<file path="src/rtl/ariane_pkg.sv">
// ariane_pkg: shared core types. This slice holds the fence-class opcode
// carried from commit port 0 to the fence sequencer.
package ariane_pkg;

    typedef enum logic [1:0] {
        FENCE      = 2'd0,
        FENCE_I    = 2'd1,
        SFENCE_VMA = 2'd2,
        FLUSH_DC   = 2'd3
    } fence_op_t;

endpackage

</file>
<file path="src/rtl/fence_sequencer_if.sv">
// fence_sequencer_if: commit-side request/kill, store-buffer status, D$ flush
// handshake and the sequencer's command/status outputs.
// master = commit/cache side, slave = fence_sequencer.
interface fence_sequencer_if;
    import ariane_pkg::*;

    logic      req_valid_i;
    fence_op_t req_op_i;
    logic      kill_i;
    logic      no_st_pending_i;
    logic      dcache_flush_o;
    logic      dcache_flush_ack_i;
    logic      icache_flush_o;
    logic      tlb_flush_o;
    logic      flush_pipeline_o;
    logic      done_o;
    logic      busy_o;
    logic      timeout_o;

    modport master (
        output req_valid_i, req_op_i, kill_i, no_st_pending_i, dcache_flush_ack_i,
        input  dcache_flush_o, icache_flush_o, tlb_flush_o, flush_pipeline_o,
               done_o, busy_o, timeout_o
    );

    modport slave (
        input  req_valid_i, req_op_i, kill_i, no_st_pending_i, dcache_flush_ack_i,
        output dcache_flush_o, icache_flush_o, tlb_flush_o, flush_pipeline_o,
               done_o, busy_o, timeout_o
    );

endinterface

</file>
<file path="src/rtl/fence_sequencer.sv">
// fence_sequencer: retires fence-class instructions by draining the store
// buffer, optionally flushing the D$, then pulsing the follow-up flush
// commands and the commit acknowledge in a single DONE cycle.
// Optional store-drain watchdog: define FENCE_SEQ_TIMEOUT_EN.
module fence_sequencer
    import ariane_pkg::*;
#(
    parameter int unsigned DRAIN_TIMEOUT        = 1024,
    parameter bit          FENCE_FLUSHES_DCACHE = 1'b1
) (
    input logic              clk_i,
    input logic              rst_i,
    fence_sequencer_if.slave bus
);

    typedef enum logic [1:0] {IDLE, DRAIN, DC_FLUSH, DONE} state_e;

    state_e    state_q;
    fence_op_t op_q;
    logic      killed_q;
    logic      dcache_flush_q;
    logic      icache_flush_q;
    logic      tlb_flush_q;
    logic      flush_pipeline_q;
    logic      done_q;

    logic      skip_dc_flush;
    logic      enter_done;

    // Route decisions for the latched op and the DONE entry condition
    always_comb begin
        skip_dc_flush = (op_q == SFENCE_VMA) || ((op_q == FENCE) && !FENCE_FLUSHES_DCACHE);
        enter_done    = ((state_q == DRAIN) && !bus.kill_i && bus.no_st_pending_i && skip_dc_flush)
                      || ((state_q == DC_FLUSH) && bus.dcache_flush_ack_i);
    end

    // Request sequencing; command pulses are registered on the transition into DONE
    always_ff @(posedge clk_i or posedge rst_i) begin
        if (rst_i) begin
            state_q          <= IDLE;
            op_q             <= FENCE;
            killed_q         <= 1'b0;
            dcache_flush_q   <= 1'b0;
            icache_flush_q   <= 1'b0;
            tlb_flush_q      <= 1'b0;
            flush_pipeline_q <= 1'b0;
            done_q           <= 1'b0;
        end else begin
            icache_flush_q   <= 1'b0;
            tlb_flush_q      <= 1'b0;
            flush_pipeline_q <= 1'b0;
            done_q           <= 1'b0;
            // A kill arriving in the same cycle as the flush ack still counts as killed.
            if (enter_done) begin
                done_q           <= !(killed_q || bus.kill_i);
                flush_pipeline_q <= !(killed_q || bus.kill_i);
                tlb_flush_q      <= (op_q == SFENCE_VMA);
                icache_flush_q   <= (op_q == FENCE_I) || (op_q == FLUSH_DC);
            end
            case (state_q)
                IDLE: begin
                    if (bus.req_valid_i && !bus.kill_i) begin
                        op_q    <= bus.req_op_i;
                        state_q <= DRAIN;
                    end
                end
                DRAIN: begin
                    if (bus.kill_i) begin
                        state_q <= IDLE;
                    end else if (bus.no_st_pending_i) begin
                        if (skip_dc_flush) begin
                            state_q <= DONE;
                        end else begin
                            state_q        <= DC_FLUSH;
                            dcache_flush_q <= 1'b1;
                        end
                    end
                end
                DC_FLUSH: begin
                    if (bus.kill_i) begin
                        killed_q <= 1'b1;
                    end
                    if (bus.dcache_flush_ack_i) begin
                        state_q        <= DONE;
                        dcache_flush_q <= 1'b0;
                    end
                end
                DONE: begin
                    state_q  <= IDLE;
                    killed_q <= 1'b0;
                end
                default: state_q <= IDLE;
            endcase
        end
    end

    assign bus.dcache_flush_o   = dcache_flush_q;
    assign bus.icache_flush_o   = icache_flush_q;
    assign bus.tlb_flush_o      = tlb_flush_q;
    assign bus.flush_pipeline_o = flush_pipeline_q;
    assign bus.done_o           = done_q;
    assign bus.busy_o           = (state_q != IDLE);

`ifdef FENCE_SEQ_TIMEOUT_EN
    localparam int unsigned          CNT_W     = $clog2(DRAIN_TIMEOUT + 1);
    localparam logic [CNT_W-1:0]     CNT_LIMIT = CNT_W'(DRAIN_TIMEOUT);

    logic [CNT_W-1:0] drain_cnt_q;
    logic             timeout_q;
    logic             drain_exit;

    assign drain_exit = bus.kill_i || bus.no_st_pending_i;

    // Count cycles spent in DRAIN; the sticky flag sets as the count reaches the limit
    always_ff @(posedge clk_i or posedge rst_i) begin
        if (rst_i) begin
            drain_cnt_q <= '0;
            timeout_q   <= 1'b0;
        end else if (state_q == DRAIN) begin
            if (drain_cnt_q == CNT_LIMIT - 1'b1) begin
                timeout_q <= 1'b1;
            end
            if (drain_exit) begin
                drain_cnt_q <= '0;
            end else if (drain_cnt_q != CNT_LIMIT) begin
                drain_cnt_q <= drain_cnt_q + 1'b1;
            end
        end
    end

    assign bus.timeout_o = timeout_q;
`else
    // Watchdog compiled out; keep the limit parameter referenced.
    logic unused_drain_timeout;
    assign unused_drain_timeout = ^DRAIN_TIMEOUT;
    assign bus.timeout_o        = 1'b0;
`endif

endmodule

</file>
<file path="src/flat_wrapper.sv">
// flat-port wrapper written by rule: the top's interface ports become plain ports
module fence_sequencer_flat import ariane_pkg::*;
#(
    parameter int unsigned DRAIN_TIMEOUT        = 1024,
    parameter bit          FENCE_FLUSHES_DCACHE = 1'b1
)
  (clk_i, rst_i, bus_req_valid_i, bus_req_op_i, bus_kill_i, bus_no_st_pending_i, bus_dcache_flush_ack_i, bus_dcache_flush_o, bus_icache_flush_o, bus_tlb_flush_o, bus_flush_pipeline_o, bus_done_o, bus_busy_o, bus_timeout_o);
  fence_sequencer_if bus_i ();
  input logic clk_i;
  input logic rst_i;
  input wire logic [$bits(bus_i.req_valid_i)-1:0] bus_req_valid_i;
  input wire logic [$bits(bus_i.req_op_i)-1:0] bus_req_op_i;
  input wire logic [$bits(bus_i.kill_i)-1:0] bus_kill_i;
  input wire logic [$bits(bus_i.no_st_pending_i)-1:0] bus_no_st_pending_i;
  input wire logic [$bits(bus_i.dcache_flush_ack_i)-1:0] bus_dcache_flush_ack_i;
  output wire logic [$bits(bus_i.dcache_flush_o)-1:0] bus_dcache_flush_o;
  output wire logic [$bits(bus_i.icache_flush_o)-1:0] bus_icache_flush_o;
  output wire logic [$bits(bus_i.tlb_flush_o)-1:0] bus_tlb_flush_o;
  output wire logic [$bits(bus_i.flush_pipeline_o)-1:0] bus_flush_pipeline_o;
  output wire logic [$bits(bus_i.done_o)-1:0] bus_done_o;
  output wire logic [$bits(bus_i.busy_o)-1:0] bus_busy_o;
  output wire logic [$bits(bus_i.timeout_o)-1:0] bus_timeout_o;
  assign bus_i.req_valid_i = bus_req_valid_i;
  assign bus_i.req_op_i = bus_req_op_i;
  assign bus_i.kill_i = bus_kill_i;
  assign bus_i.no_st_pending_i = bus_no_st_pending_i;
  assign bus_i.dcache_flush_ack_i = bus_dcache_flush_ack_i;
  assign bus_dcache_flush_o = bus_i.dcache_flush_o;
  assign bus_icache_flush_o = bus_i.icache_flush_o;
  assign bus_tlb_flush_o = bus_i.tlb_flush_o;
  assign bus_flush_pipeline_o = bus_i.flush_pipeline_o;
  assign bus_done_o = bus_i.done_o;
  assign bus_busy_o = bus_i.busy_o;
  assign bus_timeout_o = bus_i.timeout_o;
  fence_sequencer #(.DRAIN_TIMEOUT(DRAIN_TIMEOUT), .FENCE_FLUSHES_DCACHE(FENCE_FLUSHES_DCACHE)) u_core (.clk_i(clk_i), .rst_i(rst_i), .bus(bus_i));
endmodule
</file>
<file path="config.mk">
export PLATFORM = sky130hd
export DESIGN_NAME = fence_sequencer_flat
export DESIGN_NICKNAME = d
export VERILOG_FILES = /design/src/rtl/ariane_pkg.sv /design/src/rtl/fence_sequencer_if.sv /design/src/rtl/fence_sequencer.sv /design/src/flat_wrapper.sv
export SDC_FILE = /design/constraint.sdc
export NUM_CORES = 1
export LEC_CHECK = 0
export BUFFER_PORTS_ARGS = -buffer_cell sky130_fd_sc_hd__buf_2
export CELL_PAD_IN_SITES_DETAIL_PLACEMENT = 0
export CELL_PAD_IN_SITES_GLOBAL_PLACEMENT = 1
export CORE_AREA = 2 2 39 41
export CTS_CLUSTER_DIAMETER = 100
export DETAILED_ROUTE_END_ITERATION = 10
export DIE_AREA = 0 0 41 43
export MAX_ROUTING_LAYER = met4
export PLACE_DENSITY_LB_ADDON = 0.1
export SLEW_MARGIN = 5
export SYNTH_ARGS = -nofsm -noshare
export SYNTH_HDL_FRONTEND = slang
export SYNTH_SLANG_ARGS = --single-unit
</file>
<file path="constraint.sdc">
create_clock -name clk_i -period 1.55 [get_ports clk_i]
set_clock_uncertainty 0.15 [all_clocks]
set_input_delay 0.155 -clock clk_i [delete_from_list [all_inputs] [get_ports clk_i]]
set_output_delay 0.155 -clock clk_i [all_outputs]
set_load 0.02 [all_outputs]
</file>
# == After elaboration in Yosys (flattened, before gate mapping) ==
# Cells that the tools add are included.
# op_classes
div_mod_pow,0
order_cmp,0
muxes,16
add_sub_neg,0
bitwise_logic,0
eq_ne,13
shift,0
reduce_logical,18
multipliers,0
# ops
op,count
inequality test 2 bit (second input constant),5
2-to-1 mux 1 bit,9
equality test 2 bit (second input constant),4
2-to-1 mux 2 bit,4
case mux 2 bit (4 select lines),1
nonzero test 2 bit,3
logical AND 1 bit,5
AND reduction 5 bit,1
equality test 2 x 1 -> 1 bit (second input constant),2
case mux 1 bit (2 select lines),2
AND reduction 2 bit,2
logical OR 1 bit,3
inequality test 3 bit (second input constant),1
AND reduction 3 bit,1
logical NOT 1 bit,2
logical NOT 2 bit,1
inequality test 2 x 1 -> 1 bit (second input constant),1
# word_totals
out_inout_bits,7
latch_bits,0
n_memories,0
mem_bits_ro,0
register_bits,9
ramBits,0

# == Depth between registers and ports, before layout ==
# logic_depth
depth_word,6
mapped_depth,3

# == Least setup slack after synthesis ==
# OpenSTA, ideal clock, no wires.
# synth_timing
path_type,reg-to-reg
start,register u_core.state_q[0]
end,register u_core.op_q[1]
path_slack_ns,0.198
path_stages_with_launch,3
setup_ns,0.128
arrival_time_ns,1.074
t_required_ns,1.272
path_cell_list,dfrtp_1 -> nor4b_4 -> mux2_1
# synth_between
elab_chain_len,2
# synth_rtl
element,line_no,rtl
start: declaration,fence_sequencer.sv:18,state_e state_q;
start signal: assignment,fence_sequencer.sv:40,state_q <= IDLE;
start signal: assignment,fence_sequencer.sv:64,state_q <= DRAIN;
start signal: assignment,fence_sequencer.sv:69,state_q <= IDLE;
logical NOT 2 bit,fence_sequencer.sv:60,case (state_q)
AND reduction 2 bit (no source line),-,
end signal: assignment,fence_sequencer.sv:63,op_q <= bus.req_op_i;
end: declaration,fence_sequencer.sv:19,fence_op_t op_q;
# No other way between the ends.
# A chain may end at the register's enable or synchronous reset.

# == Final worst setup path ==
# layout_timing
start,input port bus_kill_i
end,register u_core.op_q[1]
# layout_between
elab_chain_len,3
# layout_rtl
element,line_no,rtl
start: declaration,flat_wrapper.sv:13,input wire logic [$bits(bus_i.kill_i)-1:0] bus_kill_i;
logical NOT 1 bit,fence_sequencer.sv:62,if (bus.req_valid_i && !bus.kill_i) begin
logical AND 1 bit,fence_sequencer.sv:62,
AND reduction 2 bit (no source line),-,
# No other way between the ends.

==> impl_metrics.toml <==
[setup_path]
cpLargestDelayFamily = "buffers and inverters"
critical_path_buf_inv_count = 2
path_cells = "dlygate4sd3_1 -> buf_2 -> nor4b_4 -> mux2_4"
crit_fanout = 5
crit_type = "input port to flop"
start_kind = "input port"
crit_arrival_ns = 1.51
slowest_stage = "dlygate4sd3_1"
worst_setup_path_end_kind = "flop"
required_ns = 1.55
slowest_delay_ns = 0.53

[placement]
numPortBuffers = 13
place_congestion = 0.699
dp_hpwl_um = 582

[clock_network]
cts_max_path_buffers = 2
clock_latency_ns = 0.26
path_clk_slew_ns = 0.06
cts-htree-levels = 1
cts_root_buf = "clkbuf_4"
tritoncts = "done"
clock-sinks = 9
numCtsBuffers = 3

[power]
total_power_uw = 918
p_leak_nw = 0.289
peakVddDrop_mv = 0.631
p_per_area_nw_per_um2 = 1670

[floorplan]
start_util_pct = 29.1
core_um2 = 1380
dieHeight_um = 43
rows = 14
die_area_um2 = 1760
die-width_um = 41
ioPinCount = 15

[global_route]
grt_max_degree = 10
grt_usage_pct = 11.9
antenna_found_initial = 0
grt_pass1_wl_um = 1260
grt.overflow.total = 0
grt_pass1_vias = 301

[logic_synthesis]
yosys-top-cells-area = "dfrtp_1, nor4b_4, a21oi_1, buf_4, and3b_4"
synth_top_area_cell = "dfrtp_1"
yosys_warnings = 0
synth_area_um2 = 403
synth.avg_cell_area_um2 = 11.5
synth_top_area_share_pct = 55.9
synth_seq_cells = 9
synth_cells = 35
synth_most_common_cell = "dfrtp_1"
async_flop_share_pct = 100
yosysSeqAreaShare_pct = 55.9
synth_commonest_cells = "dfrtp_1, a21oi_1, inv_1, nor2_1, buf_4"
ys_types = 20
synth_edf_count = 0
syn_nets = 43
synthFlopType = "dfrtp_1"

[timing]
hold_viol_final = 0
fmax_ghz = 0.661
finalCritPeriodShare_pct = 97.6
post-route-min-period_ns = 1.51
rsz0062_at_grt = "false"
setup_violations = 0
slew_violations = 0
tns_ns = 0

[layout]
diodes = 0
multi_input_area_um2 = 155
regArea_um2 = 225
area_growth_pct = 36.6
nNetsFinal = 64
drive_above_1_share_pct = 36.4
fill_cells = 138

[drt]
drtPass1Iterations = 4
postRouteAntennaNets = 0
avgRoutedWirePerCell_um = 11.0
drc = 0
routed_wl_um = 784
vias = 322
routed_via_density = 4.54
drt-initial-drc-count = 4

[run]
maxCapViolations = 0

[min_path]
hp-class = "input port to flop"

[run_status]
outcome = "completed"
==> cell families after synthesis <==
kind of cell,count (synthesis),synth area share [%]
compound gates,7,10.6
buf+inv,5,6.52
flops,9,55.9
mux,1,2.79
other cells,1,0.931
simple gates,12,23.3
==> through the flow <==
| stage | utilization, % | setup WS [ns] | instance area, µm² | cells | hold WS, ns |
|---|---|---|---|---|---|
| 2_1_floorplan | - | 0.198 | 403 | 35 | -0.167 |
| 3_3_place_gp | 34.2 | 0.159 | 473 | 62 | -0.0271 |
| 3_5_place_dp | 34.2 | 0.116 | 473 | 62 | -0.0142 |
| 4_1_cts | 39.0 | 0.0205 | 539 | 70 | 0.114 |
| 5_1_grt | 39.8 | 0.00830 | 551 | 71 | 0.129 |
| 6_report | 39.8 | 0.0372 | 551 | 71 | 0.119 |
==> worst paths after layout <==
path	slack [ns]	startpoint	endpoint	depth (start not counted)
max reg2reg	0.17	u_core.state_q[0]	u_core.op_q[1]	2
max in group asynchronous	0.75	rst_i	u_core.op_q[1]	3
min reg2reg	0.30	u_core.killed_q	u_core.bus.flush_pipeline_o	1
max	0.04	bus_kill_i	u_core.op_q[1]	4
min in group asynchronous	0.25	rst_i	u_core.killed_q	3
min	0.12	bus_dcache_flush_ack_i	u_core.bus.dcache_flush_o	3
==> area by class of cell <==
cell class	instances	share of cell area, %
sequential	9	40.9
clock buffer	4	4.77
timing repair buffer	18	20.5
multi-input combinational	21	28.2
inverter	3	2.05
tap	16	3.64
==> placed cells by master, fill, tap and decap left out, drive strengths merged, types with 3 or more instances in the layout <==
| cell type | netlist | final |
|---|---|---|
| dfrtp | 9 | 9 |
| nor2 | 3 | 3 |
| clkbuf | 0 | 4 |
| inv | 3 | 3 |
| a21oi | 3 | 3 |
| dlygate4sd3 | 0 | 4 |
| buf | 2 | 14 |
==> per-layer routing <==
metal,up-vias,track usage (%),part of all wire [%]
met2,13,15.6,49
li1,157,-,-
met1,148,13.3,41
met3,4,3.14,7.4
met4,0,12.0,3.2
met5,-,-,0
==> timing repair <==
item	CTS	global route
hold buffers	4	0
setup endpoints to repair	0	1
hold endpoints to repair	12	0
setup buffers	0	1
gates resized for setup	0	1
==> where the power goes <==
| part | total, mW | internal [mW] | switching [mW] |
|---|---|---|---|
| Combinational | 0.324 | 0.160 | 0.164 |
| Sequential | 0.410 | 0.321 | 0.0893 |
| Clock | 0.183 | 0.0994 | 0.0839 |
==> worst register-to-register path, cell delays in order, from the launching register on <==
cell     delay (ns)
dfrtp_1        0.45
nor4b_4        0.34
mux2_4         0.33
(Power assumes the default switching activity.)
